===== src/rtl/switch_pkg.sv =====
// Shared constants and types for the slide-switch conditioning block.
package switch_pkg;

    localparam int unsigned SW_N             = 10;
    localparam int unsigned DEBOUNCE_DEFAULT = 500000;

    typedef logic [SW_N-1:0] sw_vec_t;

endpackage


===== src/rtl/debounce_bit.sv =====
// One switch bit: 2-flop synchroniser, persistence counter, stable level and change pulse.
module debounce_bit
    import switch_pkg::*;
#(
    parameter int unsigned DEBOUNCE_CYCLES = DEBOUNCE_DEFAULT
) (
    input  logic clk,
    input  logic reset,
    input  logic sw_raw_i,
    output logic sw_stable_o,
    output logic sw_changed_o
);

    localparam int unsigned     CNT_W  = $clog2(DEBOUNCE_CYCLES + 1);
    localparam logic [CNT_W-1:0] CntMax = CNT_W'(DEBOUNCE_CYCLES - 1);

    logic             sync1_q, sync2_q;
    logic             stable_q, stable_d;
    logic             changed_q, changed_d;
    logic [CNT_W-1:0] cnt_q, cnt_d;

    // Any sample matching the stable level restarts the count, so glitches never accumulate.
    always_comb begin
        cnt_d     = '0;
        stable_d  = stable_q;
        changed_d = 1'b0;
        if (sync2_q != stable_q) begin
            if (cnt_q == CntMax) begin
                stable_d  = sync2_q;
                changed_d = 1'b1;
            end else begin
                cnt_d = cnt_q + 1'b1;
            end
        end
    end

    always_ff @(posedge clk) begin
        if (reset) begin
            sync1_q   <= 1'b0;
            sync2_q   <= 1'b0;
            stable_q  <= 1'b0;
            changed_q <= 1'b0;
            cnt_q     <= '0;
        end else begin
            sync1_q   <= sw_raw_i;
            sync2_q   <= sync1_q;
            stable_q  <= stable_d;
            changed_q <= changed_d;
            cnt_q     <= cnt_d;
        end
    end

    assign sw_stable_o  = stable_q;
    assign sw_changed_o = changed_q;

endmodule


===== src/rtl/switch_debouncer.sv =====
// Per-bit debouncer bank for the board slide switches feeding the data-memory switch port.
// Define SWITCH_IRQ_EN to build the sticky irq_pending flag; otherwise it is tied low.
module switch_debouncer
    import switch_pkg::*;
#(
    parameter int unsigned N               = SW_N,
    parameter int unsigned DEBOUNCE_CYCLES = DEBOUNCE_DEFAULT
) (
    input  logic         clk,
    input  logic         reset,
    input  logic [N-1:0] sw_raw,
    output logic [N-1:0] sw_stable,
    output logic [N-1:0] sw_changed,
    output logic         any_change,
    input  logic         irq_clr,
    output logic         irq_pending
);

    for (genvar i = 0; i < N; i++) begin : g_bit
        debounce_bit #(
            .DEBOUNCE_CYCLES(DEBOUNCE_CYCLES)
        ) u_bit (
            .clk         (clk),
            .reset       (reset),
            .sw_raw_i    (sw_raw[i]),
            .sw_stable_o (sw_stable[i]),
            .sw_changed_o(sw_changed[i])
        );
    end

    assign any_change = |sw_changed;

`ifdef SWITCH_IRQ_EN
    logic irq_q;

    // A new change outranks a simultaneous clear so no event is lost.
    always_ff @(posedge clk) begin
        if (reset) begin
            irq_q <= 1'b0;
        end else if (any_change) begin
            irq_q <= 1'b1;
        end else if (irq_clr) begin
            irq_q <= 1'b0;
        end
    end

    assign irq_pending = irq_q;
`else
    logic unused_irq_clr;
    assign unused_irq_clr = irq_clr;
    assign irq_pending    = 1'b0;
`endif

endmodule


===== config.mk =====
export PLATFORM = sky130hd
export DESIGN_NAME = switch_debouncer
export DESIGN_NICKNAME = d
export VERILOG_FILES = /design/src/rtl/switch_pkg.sv /design/src/rtl/debounce_bit.sv /design/src/rtl/switch_debouncer.sv
export SDC_FILE = /design/constraint.sdc
export NUM_CORES = 1
export LEC_CHECK = 0
export BUFFER_PORTS_ARGS = -buffer_cell sky130_fd_sc_hd__buf_2
export CAP_MARGIN = 20
export CORE_MARGIN = 3
export CORE_UTILIZATION = 32
export DETAILED_ROUTE_END_ITERATION = 7
export GPL_ROUTABILITY_DRIVEN = 0
export GPL_TIMING_DRIVEN = 0
export PLACE_DENSITY_LB_ADDON = 0.1
export SETUP_SLACK_MARGIN = 0.02
export SYNTH_ARGS = -nofsm -noshare
export SYNTH_HDL_FRONTEND = slang
export SYNTH_HIERARCHICAL = 1
export SYNTH_SLANG_ARGS = --single-unit

===== constraint.sdc =====
create_clock -name clk -period 2.19 [get_ports clk]
set_clock_uncertainty 0.2 [all_clocks]
set_input_delay 0.1095 -clock clk [delete_from_list [all_inputs] [get_ports clk]]
set_output_delay 0.1095 -clock clk [all_outputs]
set_load 0.05 [all_outputs]

Word level (Yosys, flattened, before mapping)
Index checks and enable logic that the tools add are counted.
W data, S select, Z words.
{"block": "op_classes", "mux": 10, "eq_ne": 20, "n_bitwise": 10, "n_reduce_logical": 31, "add_sub_neg": 10}
{"cell": "$add A19 B1 Y19 const B", "n": 10}
{"cell": "$eq A19 B19 Y1 const B", "n": 10}
{"cell": "$reduce_or A3 Y1", "n": 10}
{"cell": "$reduce_and A2 Y1", "n": 10}
{"cell": "$reduce_or A2 Y1", "n": 10}
{"cell": "$mux W1", "n": 10}
{"cell": "$ne A1 B1 Y1", "n": 10}
{"cell": "$not A1 Y1", "n": 10}
{"cell": "$reduce_or A10 Y1", "n": 1}
{"block": "totals", "register_bits": 230, "word_cells": 131, "input_bits": 13, "output_inout_bits": 22}

Depth between registers and ports, before layout
{"block": "logic_depth", "depth_word": 3, "depth_mapped": 6, "mapped_depth_nobuf": 5}

Cells and area by module
The synthesis kept the hierarchy.
{"mod": "debounce_bit", "seq_area_each_um2": 460.4, "cells_per_inst": 115, "instances": 10, "area_each_um2": 1083.5}
{"mod": "switch_debouncer", "seq_area_each_um2": 0.0, "cells_per_inst": 6, "instances": 1, "area_each_um2": 32.5}

Worst setup path after synthesis
No wires, ideal clock.
{"block": "synth_timing", "path_type": "flip-flop to flip-flop", "startpoint": "register g_bit[0].u_bit.cnt_q[0]", "endpoint": "register g_bit[0].u_bit.cnt_q[18]", "required_time_ps": 1924, "setup_time_ps": 66, "period_less_slack_ps": 1784, "path_slack_ps": 406, "t_arrival_ps": 1518, "path_stages_with_launch": 7, "path_buffers": 1, "cell_sequence": "dfxtp_1 ha_1 and4_1 buf_4 nand2_1 or4_4 a21oi_2"}
{"block": "synth_via", "elab_chain_cells": 2}
{"element": "start: declaration", "line": "debounce_bit.sv:20", "rtl": "logic [CNT_W-1:0] cnt_q, cnt_d;"}
{"element": "start signal: assignment", "line": "debounce_bit.sv:49", "rtl": "cnt_q <= cnt_d;"}
{"element": "branches (longest 2 deep; another with $add A19 B1 Y19)"}
Parallel ways; which one is timed is not known.
A chain may end at the register's enable or synchronous reset.

Worst setup path in the final report
{"block": "layout_timing", "startpoint": "register g_bit[7].u_bit.cnt_q[12]", "endpoint": "register g_bit[7].u_bit.cnt_q[11]"}
{"block": "layout_via", "elab_chain_cells": 2}
{"element": "start: declaration", "line": "debounce_bit.sv:20"}
{"element": "start signal: assignment", "line": "debounce_bit.sv:49"}
{"element": "$eq A19 B19 Y1", "line": "debounce_bit.sv:28", "rtl": "if (cnt_q == CntMax) begin"}
{"element": "$reduce_or A3 Y1 (no source line)"}
Every way passes these cells.

==> metrics.yaml <==
global_routing:
  grt_first_pass_wirelength_mm: 39.78
  grt_start_max_net_pins: 41
  grt.total_usage_pct: 12.82
  antenna_found_initial: 0
  grt_pass1_vias: 7953
  gr-total-overflow: 0
yosys:
  async_reset_ff_share_pct: 0
  synth_top_family_by_area: "simple AND/OR/NAND/NOR gates"
  largest_area_contributor_in_the_netlist: "sky130_fd_sc_hd__dfxtp_1"
  synth.cell_area_um2: 10870
  synthesis_warnings: 6
  synth-compound-area-share_pct: 6.217
  dominantRegCellSynth: "sky130_fd_sc_hd__dfxtp_1"
  synthTopCellsByArea: "sky130_fd_sc_hd__dfxtp_1 (42%), sky130_fd_sc_hd__xnor2_1 (7.3%), sky130_fd_sc_hd__nor2_1 (5.9%)"
  synth_most_common_cell: "sky130_fd_sc_hd__dfxtp_1"
  postSynthAreaPerCell_um2: 9.401
  synth-edff-count: 0
  ys_seq_area_share_pct: 42.37
  flip_flop_and_latch_count_after_synthesis: 230
  synth_top_area_share_pct: 42.37
  synthAdderAreaFrac_pct: 1.151
  synthesis.nets: 1179
  ys_types: 35
  yosys-mux-area-fraction_pct: 0.9210
  synth_xor_area_share_pct: 11.28
  postSynthCellCount: 1156
  synth_simple_gate_area_share_pct: 35.42
  synth.cells.most_frequent: "sky130_fd_sc_hd__dfxtp_1 (230), sky130_fd_sc_hd__nor2_1 (171), sky130_fd_sc_hd__nand3_1 (101)"
setup_path:
  critPathLaunchType: "flop"
  critical-path-slowest-cell: "sky130_fd_sc_hd__nor4_1"
  setup.worst_path.end_class: "flop"
  worstReg2RegStart: "g_bit[7].u_bit/cnt_q[12]"
  worst_ep_required_time_ns: 2.41
  crit_path_end: "g_bit[7].u_bit/cnt_q[11]"
  path_cells: "nor4_1, nand4_1, o21ai_4, buf_4, nor2_1"
  path_class: "reg -> reg"
  arrival_ns: 2.29
  crit_path_largest_cell_delay_ns: 0.42
  regToRegEndpoint: "g_bit[7].u_bit/cnt_q[11]"
  timing.reg2reg.worst_path_depth: 5
  path_max_fanout: 10
  worst_setup_path_startpoint: "g_bit[7].u_bit/cnt_q[12]"
  r2r_setup_slk_ns: 0.12
floorplanning:
  floorplan.rows: 66
  boundaryPins: 35
  fp.dieArea_um2: 36210
  design.core.area_um2: 33030
  die_w_um: 190.3
  initial_utilization_pct: 32.90
  chipHeight_um: 190.3
routing:
  detail_route.iter0.violations: 314
  routed_wire_length_per_instance_um: 13.31
  drt-pass1-iter-count: 5
  routed-via-count: 8311
  avgViaCountPerCell: 4.880
  drc_errors: 0
  drtAntennaViolNets: 0
  wirelength_mm: 22.67
finish:
  finish.net_count: 1262
  area.growth.synth_to_final_pct: 16.97
  antenna-diode-count: 0
  final_layout_size_suffix_gt1_share_pct: 17.84
  layout_cells_excl_fill: 1703
sta:
  clock.fmax_ghz: 0.4834
  drv_slew: 0
  fin_crit_sh_pct: 94.46
  final_hold_viols: 0
  setup_total_negative_slack_ns: 0
  max_slew_headroom_pct: 39.35
  worst_pin_slew_ns: 0.9097
  unrepaired_setup_endpoints_after_global_routing: "false"
  hold-worst-slack_ns: 0.004101
  period_needed_ns: 2.069
  setup_viol: 0
  postLayoutSetupSlackWorst_ns: 0.1214
min_path:
  worst_hold_path_type: "in -> reg"
clocking:
  ctsHtreeMaxLevel: 1
  path_clk_slew_ns: 0.06
  clock_tree.buffer_depth: 3
  cts_made_buffers: 29
  cts.sinks: 230
  clkLatencyLatePin_ns: 0.53
  tritoncts: "yes"
  cts-root-buf: "sky130_fd_sc_hd__clkbuf_16"
place:
  hpwlAfterDp_mm: 15.53
  placement.io_buffers: 32
  dp.cells: 1630
  pre_cts_ws_ns: 0.1273
job:
  cap_violations: 0
power_and_ir_drop:
  post-layout-total-power_w: 0.008967
  powerDensity_nw_per_um2: 705.4
  max-vdd-ir-drop_mv: 0.5338
  power_leakage_nw: 4.204
run_status:
  run_status: "completed"
## sequential cells by signal, indices dropped and copies added, names as in the netlist
| name | flops |
|---|---|
| g_bit.u_bit/sync1_q | 10 |
| g_bit.u_bit/sw_changed_o | 10 |
| g_bit.u_bit/sw_stable_o | 10 |
| g_bit.u_bit/cnt_q | 190 |
| g_bit.u_bit/sync2_q | 10 |
## cell usage in the layout (no fill, tap or decap), types with 5 or more instances in the layout
cell type                       instances
sky130_fd_sc_hd__nor3b_1               20
sky130_fd_sc_hd__and4_1                20
sky130_fd_sc_hd__mux2i_1               10
sky130_fd_sc_hd__buf_4                 31
sky130_fd_sc_hd__and4_4                10
sky130_fd_sc_hd__nor2b_1               20
sky130_fd_sc_hd__nor4_4                10
sky130_fd_sc_hd__nand3_1              101
sky130_fd_sc_hd__o21ai_4               10
sky130_fd_sc_hd__nor2_1               171
sky130_fd_sc_hd__a21oi_1               40
sky130_fd_sc_hd__or3_1                 20
sky130_fd_sc_hd__or4_4                 10
sky130_fd_sc_hd__and3_1                20
sky130_fd_sc_hd__a21oi_2               10
sky130_fd_sc_hd__xor2_1                50
sky130_fd_sc_hd__and2_1                20
sky130_fd_sc_hd__or2_1                 10
sky130_fd_sc_hd__nand4_2               10
sky130_fd_sc_hd__and4bb_2              10
sky130_fd_sc_hd__nand2_1               40
sky130_fd_sc_hd__clkbuf_16             29
sky130_fd_sc_hd__clkinv_2              11
sky130_fd_sc_hd__o31ai_1               10
sky130_fd_sc_hd__nand4_4               10
sky130_fd_sc_hd__xnor2_1               90
sky130_fd_sc_hd__buf_2                 42
sky130_fd_sc_hd__nor2_2                10
sky130_fd_sc_hd__dlygate4sd3_1         10
sky130_fd_sc_hd__clkbuf_8               5
sky130_fd_sc_hd__ha_1                  10
sky130_fd_sc_hd__inv_1                 20
sky130_fd_sc_hd__o21ai_0               30
sky130_fd_sc_hd__dfxtp_1              230
sky130_fd_sc_hd__nor4b_2               10
sky130_fd_sc_hd__nor3_1                20
sky130_fd_sc_hd__nand4_1               50
sky130_fd_sc_hd__nor4_1                20
## cell type report
type | instances | area (um^2)
Sequential cell | 230 | 4604
Clock inverter | 16 | 137.6
Tap cell | 442 | 553.0
Buffer | 31 | 207.7
Multi-Input combinational cell | 875 | 5993
Fill cell | 3355 | 20320
Timing Repair Buffer | 52 | 335.3
Clock buffer | 37 | 805.8
Inverter | 20 | 75.07
## worst min path at each step
stage,start,endpoint,cells past startpoint
3_5_place_dp,sw_raw[1],g_bit[1].u_bit/sync1_q,2
3_3_place_gp,sw_raw[1],g_bit[1].u_bit/sync1_q,2
4_1_cts,reset,g_bit[1].u_bit/sync1_q,2
2_1_floorplan,reset,g_bit[0].u_bit/sw_stable_o,1
6_report,reset,g_bit[1].u_bit/sync1_q,2
5_1_grt,reset,g_bit[1].u_bit/sync1_q,2
## critical path, delay by kind of cell (launching register included)
family	cells	cell delay, ns
AOI/OAI and AO/OA	1	0.38
and+or+nand+nor	3	0.76
buffers and inverters	1	0.25
DFF	1	0.36
## metal layers
layer | up-vias | share of wire, % | routed length, um | track usage, %
met1 | 3891 | 52 | 11730 | 18.64
met3 | 28 | 2.7 | 605 | 2.040
met4 | 0 | 2.1 | 479 | 3.105
met2 | 82 | 43 | 9853 | 19.91
li1 | 4310 | - | - | -
met5 | - | 0 | 0 | 0
## power by group
group	internal [W]	leakage, nW	total, W	switching, W
sequential	0.00421	1.86	0.00422	0.0000154
clock	0.00282	0.469	0.00462	0.00180
combinational	0.0000561	1.88	0.000126	0.0000695
## stage by stage
stage          instance area, um^2  utilization [%]
3_3_place_gp                 11580            35.06
4_1_cts                      12630            38.24
5_1_grt                      12710            38.48
2_1_floorplan                10870                -
3_5_place_dp                 11580            35.06
6_report                     12710            38.48
## kinds of logic after synthesis
logic type,count (synthesis)
AOI/OAI and AO/OA,100
xor gates and xnor gates,140
adders and majority gates,10
buffers and inverters,51
DFF,230
muxes,10
other,1
and+or+nand+nor,614
## timing repair
item / 4_1_cts / 5_1_grt
hold buffers: 10 / 0
hold endpoints to repair: 10 / 0
gates resized for setup: 1 / 1
buffers inserted: 0 / 10
pin swaps: 0 / 6
endpoints found under the setup margin: 1 / 46
Note: power is estimated with default switching activity, not from simulation.
